==> src/rtl/serial_bus_pkg.sv <==
// rtl/serial_bus_pkg.sv - shared defaults, state encoding and width check for the serial bus master
package serial_bus_pkg;

    localparam int DEF_ADDR_W = 14;
    localparam int DEF_DATA_W = 8;
    localparam int DEF_SEL_W  = 2;
    localparam int STATE_W    = 3;

    typedef enum logic [STATE_W-1:0] {
        ST_IDLE = 3'd0,
        ST_REQ  = 3'd1,
        ST_SEL  = 3'd2,
        ST_WAIT = 3'd3,
        ST_XFER = 3'd4,
        ST_RESP = 3'd5,
        ST_RX   = 3'd6
    } state_t;

    // Write data rides on the tail of the post-select address bits, so it must fit there.
    function automatic bit widths_ok(input int addr_w, input int data_w, input int sel_w);
        return (sel_w >= 1) && (sel_w < addr_w) && (data_w >= 1) && (data_w <= addr_w - sel_w);
    endfunction

endpackage

==> src/rtl/serial_bus_master_param_if.sv <==
// rtl/serial_bus_master_param_if.sv - user request and serial bus signals of the bus master
interface serial_bus_master_param_if
    import serial_bus_pkg::*;
#(
    parameter int ADDR_W = DEF_ADDR_W,
    parameter int DATA_W = DEF_DATA_W
) ();

    logic              enable;
    logic              read_en;
    logic [DATA_W-1:0] data_in;
    logic [ADDR_W-1:0] addr_in;
    logic              data_rx;
    logic              slave_ready;
    logic              bus_ready;
    logic              slave_valid;

    logic              bus_req;
    logic              addr_tx;
    logic              data_tx;
    logic              valid;
    logic              valid_s;
    logic              write_en_slave;
    logic              master_busy;
    logic [DATA_W-1:0] data_read;
    logic              done;
    logic              error;

    modport master (
        input  enable, read_en, data_in, addr_in, data_rx, slave_ready, bus_ready, slave_valid,
        output bus_req, addr_tx, data_tx, valid, valid_s, write_en_slave, master_busy,
               data_read, done, error
    );

    modport slave (
        output enable, read_en, data_in, addr_in, data_rx, slave_ready, bus_ready, slave_valid,
        input  bus_req, addr_tx, data_tx, valid, valid_s, write_en_slave, master_busy,
               data_read, done, error
    );

endinterface

==> src/rtl/serial_shifter.sv <==
// rtl/serial_shifter.sv - parallel/serial shift register, MSB out first, with load, shift and clear
module serial_shifter #(
    parameter int W = 8
) (
    input  logic         clock,
    input  logic         reset,
    input  logic         clear,
    input  logic         load,
    input  logic         shift,
    input  logic         ser_in,
    input  logic [W-1:0] load_val,
    output logic         ser_out,
    output logic [W-1:0] par_out
);

    logic [W-1:0] sr;
    logic [W-1:0] shifted;

    always_comb begin
        shifted    = '0;
        shifted[0] = ser_in;
        for (int i = 1; i < W; i++) begin
            shifted[i] = sr[i-1];
        end
    end

    always_ff @(posedge clock) begin
        if (reset || clear) begin
            sr <= '0;
        end else if (load) begin
            sr <= load_val;
        end else if (shift) begin
            sr <= shifted;
        end
    end

    assign ser_out = sr[W-1];
    assign par_out = sr;

endmodule

==> src/rtl/serial_bus_master_param.sv <==
// rtl/serial_bus_master_param.sv - serial bus master: select bits, regrant, address/data, read response
module serial_bus_master_param
    import serial_bus_pkg::*;
#(
    parameter int ADDR_W    = DEF_ADDR_W,
    parameter int DATA_W    = DEF_DATA_W,
    parameter int SEL_W     = DEF_SEL_W,
    parameter int RESP_TMO  = 1023,
    parameter int MAX_RETRY = 3
) (
    input  logic                       clock,
    input  logic                       reset,
    serial_bus_master_param_if.master  bus
);

    localparam int XFER_W = ADDR_W - SEL_W;
    localparam int CNT_W  = $clog2(ADDR_W + 1);
    localparam int TMO_W  = $clog2(RESP_TMO + 1);

    localparam logic [CNT_W-1:0] SEL_LAST  = CNT_W'(SEL_W);
    localparam logic [CNT_W-1:0] XFER_LAST = CNT_W'(XFER_W);
    localparam logic [CNT_W-1:0] RX_LAST   = CNT_W'(DATA_W - 1);
    localparam logic [CNT_W-1:0] RETRY_MAX = CNT_W'(MAX_RETRY);
    localparam logic [TMO_W-1:0] TMO_LAST  = TMO_W'(RESP_TMO - 1);

    if (!widths_ok(ADDR_W, DATA_W, SEL_W)) begin : g_cfg_err
        $error("serial_bus_master_param: DATA_W must not exceed ADDR_W-SEL_W");
    end

    state_t             state;
    logic               enable_q;
    logic [ADDR_W-1:0]  addr_buf;
    logic [DATA_W-1:0]  data_buf;
    logic               rd_buf;
    logic [CNT_W-1:0]   bit_cnt;
    logic [CNT_W-1:0]   retry_cnt;
    logic [TMO_W-1:0]   tmo_cnt;

    logic               accept;
    logic               abort;
    logic               emit_addr;
    logic               emit_data;
    logic               asr_ser;
    logic               dsr_ser;
    logic               rsr_ser;
    logic [ADDR_W-1:0]  asr_par;
    logic [XFER_W-1:0]  dsr_par;
    logic [DATA_W-1:0]  rsr_par;
    logic [DATA_W:0]    rx_ext;

    always_comb begin
        accept    = (state == ST_IDLE) && bus.enable && !enable_q;
        abort     = ((state == ST_SEL) || (state == ST_XFER)) && !bus.bus_ready;
        emit_addr = 1'b0;
        emit_data = 1'b0;
        case (state)
            ST_REQ:  emit_addr = bus.bus_ready && bus.slave_ready;
            ST_SEL:  emit_addr = bus.bus_ready && (bit_cnt != SEL_LAST);
            ST_WAIT: begin
                emit_addr = bus.bus_ready;
                emit_data = bus.bus_ready;
            end
            ST_XFER: begin
                emit_addr = bus.bus_ready && (bit_cnt != XFER_LAST);
                emit_data = bus.bus_ready && (bit_cnt != XFER_LAST);
            end
            default: ;
        endcase
    end

    // Shifters load straight from the user inputs on accept and from the latched copies on a retry.
    serial_shifter #(.W(ADDR_W)) u_addr_sr (
        .clock    (clock),
        .reset    (reset),
        .clear    (1'b0),
        .load     (accept || abort),
        .shift    (emit_addr),
        .ser_in   (1'b0),
        .load_val (accept ? bus.addr_in : addr_buf),
        .ser_out  (asr_ser),
        .par_out  (asr_par)
    );

    // Data is right-aligned so its MSB lines up with address bit DATA_W-1.
    serial_shifter #(.W(XFER_W)) u_data_sr (
        .clock    (clock),
        .reset    (reset),
        .clear    (1'b0),
        .load     (accept || abort),
        .shift    (emit_data),
        .ser_in   (1'b0),
        .load_val (XFER_W'(accept ? bus.data_in : data_buf)),
        .ser_out  (dsr_ser),
        .par_out  (dsr_par)
    );

    serial_shifter #(.W(DATA_W)) u_rx_sr (
        .clock    (clock),
        .reset    (reset),
        .clear    (accept),
        .load     (1'b0),
        .shift    (state == ST_RX),
        .ser_in   (bus.data_rx),
        .load_val ('0),
        .ser_out  (rsr_ser),
        .par_out  (rsr_par)
    );

    assign rx_ext = {rsr_par, bus.data_rx};

    logic unused_bits;
    assign unused_bits = ^{asr_par, dsr_par, rsr_ser, rx_ext[DATA_W]};

    always_ff @(posedge clock) begin
        if (reset) begin
            state              <= ST_IDLE;
            enable_q           <= 1'b0;
            addr_buf           <= '0;
            data_buf           <= '0;
            rd_buf             <= 1'b0;
            bit_cnt            <= '0;
            retry_cnt          <= '0;
            tmo_cnt            <= '0;
            bus.bus_req        <= 1'b0;
            bus.addr_tx        <= 1'b0;
            bus.data_tx        <= 1'b0;
            bus.valid          <= 1'b0;
            bus.valid_s        <= 1'b0;
            bus.write_en_slave <= 1'b0;
            bus.master_busy    <= 1'b0;
            bus.data_read      <= '0;
            bus.done           <= 1'b0;
            bus.error          <= 1'b0;
        end else begin
            enable_q  <= bus.enable;
            bus.done  <= 1'b0;
            bus.error <= 1'b0;
            case (state)
                ST_IDLE: begin
                    if (accept) begin
                        addr_buf           <= bus.addr_in;
                        data_buf           <= bus.data_in;
                        rd_buf             <= bus.read_en;
                        retry_cnt          <= '0;
                        bus.write_en_slave <= ~bus.read_en;
                        bus.master_busy    <= 1'b1;
                        bus.bus_req        <= 1'b1;
                        bus.valid          <= 1'b1;
                        state              <= ST_REQ;
                    end
                end
                ST_REQ: begin
                    if (bus.bus_ready && bus.slave_ready) begin
                        bus.valid   <= 1'b0;
                        bus.valid_s <= 1'b1;
                        bus.addr_tx <= asr_ser;
                        bit_cnt     <= CNT_W'(1);
                        state       <= ST_SEL;
                    end
                end
                ST_SEL, ST_XFER: begin
                    if (abort) begin
                        bus.addr_tx <= 1'b0;
                        bus.data_tx <= 1'b0;
                        bus.valid_s <= 1'b0;
                        if (retry_cnt >= RETRY_MAX) begin
                            bus.error          <= 1'b1;
                            bus.master_busy    <= 1'b0;
                            bus.bus_req        <= 1'b0;
                            bus.valid          <= 1'b0;
                            bus.write_en_slave <= 1'b0;
                            state              <= ST_IDLE;
                        end else begin
                            retry_cnt <= retry_cnt + 1'b1;
                            bus.valid <= 1'b1;
                            state     <= ST_REQ;
                        end
                    end else if (emit_addr) begin
                        bus.addr_tx <= asr_ser;
                        bus.data_tx <= (state == ST_XFER) && !rd_buf && dsr_ser;
                        bit_cnt     <= (bit_cnt == '1) ? bit_cnt : bit_cnt + 1'b1;
                    end else if (state == ST_SEL) begin
                        bus.valid_s <= 1'b0;
                        bus.addr_tx <= 1'b0;
                        state       <= ST_WAIT;
                    end else begin
                        bus.valid_s <= 1'b0;
                        bus.addr_tx <= 1'b0;
                        bus.data_tx <= 1'b0;
                        if (rd_buf) begin
                            tmo_cnt <= '0;
                            state   <= ST_RESP;
                        end else begin
                            bus.done           <= 1'b1;
                            bus.master_busy    <= 1'b0;
                            bus.bus_req        <= 1'b0;
                            bus.write_en_slave <= 1'b0;
                            state              <= ST_IDLE;
                        end
                    end
                end
                ST_WAIT: begin
                    if (bus.bus_ready) begin
                        bus.valid_s <= 1'b1;
                        bus.addr_tx <= asr_ser;
                        bus.data_tx <= !rd_buf && dsr_ser;
                        bit_cnt     <= CNT_W'(1);
                        state       <= ST_XFER;
                    end
                end
                ST_RESP: begin
                    if (bus.slave_valid) begin
                        bit_cnt <= '0;
                        state   <= ST_RX;
                    end else if (tmo_cnt >= TMO_LAST) begin
                        bus.error       <= 1'b1;
                        bus.master_busy <= 1'b0;
                        bus.bus_req     <= 1'b0;
                        state           <= ST_IDLE;
                    end else begin
                        tmo_cnt <= (tmo_cnt == '1) ? tmo_cnt : tmo_cnt + 1'b1;
                    end
                end
                ST_RX: begin
                    if (bit_cnt == RX_LAST) begin
                        bus.data_read   <= rx_ext[DATA_W-1:0];
                        bus.done        <= 1'b1;
                        bus.master_busy <= 1'b0;
                        bus.bus_req     <= 1'b0;
                        state           <= ST_IDLE;
                    end else begin
                        bit_cnt <= (bit_cnt == '1) ? bit_cnt : bit_cnt + 1'b1;
                    end
                end
                default: state <= ST_IDLE;
            endcase
        end
    end

endmodule
==> src/flat_wrapper.sv <==
// flat-port wrapper written by rule: the top's interface ports become plain ports
module serial_bus_master_param_flat import serial_bus_pkg::*;
#(
    parameter int ADDR_W    = DEF_ADDR_W,
    parameter int DATA_W    = DEF_DATA_W,
    parameter int SEL_W     = DEF_SEL_W,
    parameter int RESP_TMO  = 1023,
    parameter int MAX_RETRY = 3
)
  (clock, reset, bus_enable, bus_read_en, bus_data_in, bus_addr_in, bus_data_rx, bus_slave_ready, bus_bus_ready, bus_slave_valid, bus_bus_req, bus_addr_tx, bus_data_tx, bus_valid, bus_valid_s, bus_write_en_slave, bus_master_busy, bus_data_read, bus_done, bus_error);
  serial_bus_master_param_if #(.ADDR_W(ADDR_W), .DATA_W(DATA_W)) bus_i ();
  input  logic clock;
  input  logic reset;
  input wire logic [$bits(bus_i.enable)-1:0] bus_enable;
  input wire logic [$bits(bus_i.read_en)-1:0] bus_read_en;
  input wire logic [$bits(bus_i.data_in)-1:0] bus_data_in;
  input wire logic [$bits(bus_i.addr_in)-1:0] bus_addr_in;
  input wire logic [$bits(bus_i.data_rx)-1:0] bus_data_rx;
  input wire logic [$bits(bus_i.slave_ready)-1:0] bus_slave_ready;
  input wire logic [$bits(bus_i.bus_ready)-1:0] bus_bus_ready;
  input wire logic [$bits(bus_i.slave_valid)-1:0] bus_slave_valid;
  output wire logic [$bits(bus_i.bus_req)-1:0] bus_bus_req;
  output wire logic [$bits(bus_i.addr_tx)-1:0] bus_addr_tx;
  output wire logic [$bits(bus_i.data_tx)-1:0] bus_data_tx;
  output wire logic [$bits(bus_i.valid)-1:0] bus_valid;
  output wire logic [$bits(bus_i.valid_s)-1:0] bus_valid_s;
  output wire logic [$bits(bus_i.write_en_slave)-1:0] bus_write_en_slave;
  output wire logic [$bits(bus_i.master_busy)-1:0] bus_master_busy;
  output wire logic [$bits(bus_i.data_read)-1:0] bus_data_read;
  output wire logic [$bits(bus_i.done)-1:0] bus_done;
  output wire logic [$bits(bus_i.error)-1:0] bus_error;
  assign bus_i.enable = bus_enable;
  assign bus_i.read_en = bus_read_en;
  assign bus_i.data_in = bus_data_in;
  assign bus_i.addr_in = bus_addr_in;
  assign bus_i.data_rx = bus_data_rx;
  assign bus_i.slave_ready = bus_slave_ready;
  assign bus_i.bus_ready = bus_bus_ready;
  assign bus_i.slave_valid = bus_slave_valid;
  assign bus_bus_req = bus_i.bus_req;
  assign bus_addr_tx = bus_i.addr_tx;
  assign bus_data_tx = bus_i.data_tx;
  assign bus_valid = bus_i.valid;
  assign bus_valid_s = bus_i.valid_s;
  assign bus_write_en_slave = bus_i.write_en_slave;
  assign bus_master_busy = bus_i.master_busy;
  assign bus_data_read = bus_i.data_read;
  assign bus_done = bus_i.done;
  assign bus_error = bus_i.error;
  serial_bus_master_param #(.ADDR_W(ADDR_W), .DATA_W(DATA_W), .SEL_W(SEL_W), .RESP_TMO(RESP_TMO), .MAX_RETRY(MAX_RETRY)) u_core (.clock(clock), .reset(reset), .bus(bus_i));
endmodule
==> config.mk <==
export PLATFORM = sky130hd
export DESIGN_NAME = serial_bus_master_param_flat
export DESIGN_NICKNAME = d
export VERILOG_FILES = /design/src/rtl/serial_bus_pkg.sv /design/src/rtl/serial_bus_master_param_if.sv /design/src/rtl/serial_shifter.sv /design/src/rtl/serial_bus_master_param.sv /design/src/flat_wrapper.sv
export SDC_FILE = /design/constraint.sdc
export NUM_CORES = 1
export LEC_CHECK = 0
export ABC_CLOCK_PERIOD_IN_PS = 6100
export CAP_MARGIN = 10
export CORE_UTILIZATION = 50
export DETAILED_ROUTE_END_ITERATION = 16
export GPL_TIMING_DRIVEN = 0
export PLACE_DENSITY = 0.73
export SLEW_MARGIN = 20
export SYNTH_ARGS = -nofsm -noshare
export SYNTH_HDL_FRONTEND = slang
export SYNTH_SLANG_ARGS = --single-unit
==> constraint.sdc <==
create_clock -name clock -period 6.1 [get_ports clock]
set_input_delay 1.22 -clock clock [delete_from_list [all_inputs] [get_ports clock]]
set_output_delay 1.22 -clock clock [all_outputs]
set_load 0.01 [all_outputs]
==> impl_metrics.py <==
metrics = {
    "placement": {
        "pre_cts_ws_ns": 2.44,
        "numPlacedInstances": 638,
        "dp_hpwl_microns": 7270,
        "place_congestion": 0.910,
        "port_buffers": 46,
    },
    "worst_setup_path": {
        "critPathLaunchType": "input port",
        "crit_chain": "clkdlybuf4s50_1 -> nor2b_1 -> a32oi_4 -> nand2_1 -> clkbuf_1 -> nand2_1 -> a311oi_1",
        "endpoint_kind": "flop",
        "cp_data_arrival_time_ns": 3.60,
        "critPathMostFrequentCell": "nand2_1",
        "critPathKind": "in -> reg",
        "path_buf_inv": 2,
        "critPathTopFamily": "buffers and inverters",
        "crit_required_ns": 6.37,
        "max_stage_delay_ns": 0.53,
        "cp_slowest_cell": "clkdlybuf4s50_1",
        "path_max_fanout": 10,
    },
    "logic_synthesis": {
        "synth_area_sq_um": 4340,
        "ys.flop_type": "dfxtp_1",
        "synth-seq-cells": 94,
        "synth_cells": 487,
        "ys_warn_count": 0,
        "synth_area_per_cell_sq_um": 8.91,
        "ys_seq_area_share_pct": 43.4,
        "synth-edff-count": 0,
        "synthArstFlopShare_pct": 0,
        "ys_types": 55,
        "synth_nets": 523,
    },
    "grt": {
        "grt.total_usage_pct": 24.4,
        "grt_overflow": 0,
        "grt_pass1_wl_microns": 17000,
        "grt_pass1_vias": 3500,
        "grt_max_degree": 16,
        "antenna_found_initial": 0,
    },
    "drt": {
        "vias_per_cell": 5.79,
        "wl_per_cell_microns": 15.6,
        "route.detailed.drc": 0,
        "drtAntennaViolNets": 0,
        "drtIter0Drc": 197,
        "dr.pass1.iters": 4,
        "vias": 3778,
        "wirelength_microns": 10200,
    },
    "final_layout": {
        "drive_gt1_share_pct": 8.76,
        "stdcell_count": 653,
        "diodes": 0,
        "syn2layout_area_growth_pct": 18.5,
        "nets": 580,
        "fillers": 771,
        "finish.utilization_pct": 61.9,
    },
    "power_and_ir_drop": {
        "peakVddDrop_mv": 0.160,
        "p_total_mw": 1.64,
        "power.density_nw_per_um2": 318,
        "total_leakage_power_nw": 1.80,
    },
    "timing": {
        "fin_crit_sh_pct": 54.5,
        "finalSetupViolCount": 0,
        "slew_headroom_pct": 53.8,
        "fmax_mhz": 301,
        "grt_setup_unrepaired": "false",
        "worst_slack_ns": 2.77,
        "skew_ns": 0.0101,
        "hold_viol": 0,
        "slew_violations": 0,
        "fin_crit_ns": 3.33,
        "finalSetupTns_ns": 0,
        "worst_slew_pin_slew_ns": 0.689,
    },
    "clocking": {
        "cts_buffers": 9,
        "cts.path.max_buffers": 2,
        "postCtsHoldBufs": 0,
        "cts_tree": "yes",
        "postCtsSetupBuffers": 0,
        "cts.repair.resized": 0,
        "clock-root-buffer": "clkbuf_8",
        "insertion_delay_ns": 0.36,
        "cts_htree_levels": 3,
        "clkSinkCount": 94,
        "clkTransAtPathRegs_ns": 0.10,
    },
    "die": {
        "die_h_microns": 95.1,
        "initial_core_util_pct": 52.3,
        "rows": 33,
        "die_w_microns": 95.1,
        "core-area_sq_um": 8300,
        "dieArea_sq_um": 9050,
        "ios": 47,
    },
    "run_status": {
        "status": "finished, final reports clean",
    },
    "flow_run": {
        "cap_viol_max_count": 0,
    },
    "worst_hold_path": {
        "holdCritPathClass": "reg -> reg",
    },
}
cell families after synthesis:
family | share of synthesized area, %
flops | 43.4
compound gates | 19.2
mux | 8.39
simple gates | 22.4
buf+inv | 4.27
xor+xnor | 0.404
fa+ha+maj | 1.96
metal layers:
layer	global-route usage (%)	wire length (microns)
met2	37.3	4660
met1	33.3	4740
met4	12.4	293
met5	0	0
met3	3.51	473
registers in the layout (all words and copies together) (netlist names), 3 cells and up:
| signal | flops |
|---|---|
| u_core.addr_buf | 14 |
| u_core.bit_cnt | 4 |
| u_core.bus.data_read | 8 |
| u_core.data_buf | 8 |
| u_core.retry_cnt | 4 |
| u_core.state | 3 |
| u_core.tmo_cnt | 10 |
| u_core.u_addr_sr.par_out | 14 |
| u_core.u_data_sr.par_out | 12 |
| u_core.u_rx_sr.par_out | 7 |
path summary, 6_finish.rpt:
kind	endpoint	depth (start not counted)	start	slack [ns]
worst min-delay path	u_core.tmo_cnt[9]$_SDFFE_PP0P_	2	u_core.tmo_cnt[9]$_SDFFE_PP0P_	0.46
worst min register to register	u_core.tmo_cnt[9]$_SDFFE_PP0P_	2	u_core.tmo_cnt[9]$_SDFFE_PP0P_	0.46
worst max-delay path	u_core.u_addr_sr.par_out[12]$_SDFFE_PP0P_	7	bus_bus_ready	2.77
worst max register to register	u_core.tmo_cnt[7]$_SDFFE_PP0P_	7	u_core.bit_cnt[0]$_SDFFE_PP0P_	3.49
worst register-to-register path: stages, from the launching register on:
cell and delay, ns:
dfxtp_1 0.35, inv_1 0.13, ha_1 0.16, or3b_1 0.42, a32oi_4 0.41, nand2_1 0.30, o41ai_4 0.61, a21oi_1 0.10
cell usage after synthesis, types with 3 or more instances:
master     n  area, sq um
nor3_1    11         55.1
nor2_1    47          176
mux2i_1   24          240
inv_1     11         41.3
buf_2     10         50.1
nand2_1   46          173
clkbuf_1  18         67.6
o21ai_1    3         15.0
dfxtp_1   94         1880
a311oi_1  14          123
mux2_2    11          124
a211oi_1  14          105
and2_1    16          100
o211ai_1   3         22.5
or3_1      9         56.3
ha_1       6         75.1
o21ai_0    8         40.0
buf_4      3         22.5
nand4_1    4         25.0
a21oi_1   33          165
nand3b_1   4         30.0
nand3_1   26          130
or4_1      5         37.5
o31ai_1    9         67.6
nor2b_1   13         81.3
nand2b_1   5         31.3
and3_1     4         25.0
placed cells by master (no fill, tap or decap), types with 13 or more instances in the layout:
| cell | count |
|---|---|
| nand2_1 | 46 |
| dfxtp_1 | 94 |
| a21oi_1 | 33 |
| nor2b_1 | 13 |
| clkdlybuf4s50_1 | 46 |
| a211oi_1 | 14 |
| mux2i_1 | 24 |
| clkbuf_1 | 19 |
| a311oi_1 | 14 |
| nand3_1 | 26 |
| and2_1 | 16 |
| nor2_1 | 47 |
power breakdown:
part | internal, mW | switching, mW
sequential | 0.686 | 0.0401
clock | 0.230 | 0.219
combinational | 0.192 | 0.268
total | 1.11 | 0.527
cell type report:
| cell class | count | area (sq um) | area share [%] |
|---|---|---|---|
| Multi-Input combinational cell | 350 | 2270 | 44.2 |
| Buffer | 32 | 144 | 2.80 |
| Clock inverter | 5 | 83.8 | 1.63 |
| Inverter | 11 | 41.3 | 0.803 |
| Timing Repair Buffer | 46 | 460 | 8.96 |
| Sequential cell | 94 | 1880 | 36.6 |
| Tap cell | 105 | 131 | 2.56 |
| Clock buffer | 10 | 128 | 2.48 |
per-stage QoR:
stage	instance area (sq um)	hold WS [ns]
5_1_grt	5140	0.486
2_1_floorplan	4340	0.426
3_5_place_dp	4930	0.446
4_1_cts	5140	0.460
6_report	5140	0.464
3_3_place_gp	4930	0.435
Note: power is estimated with default switching activity, not from simulation.
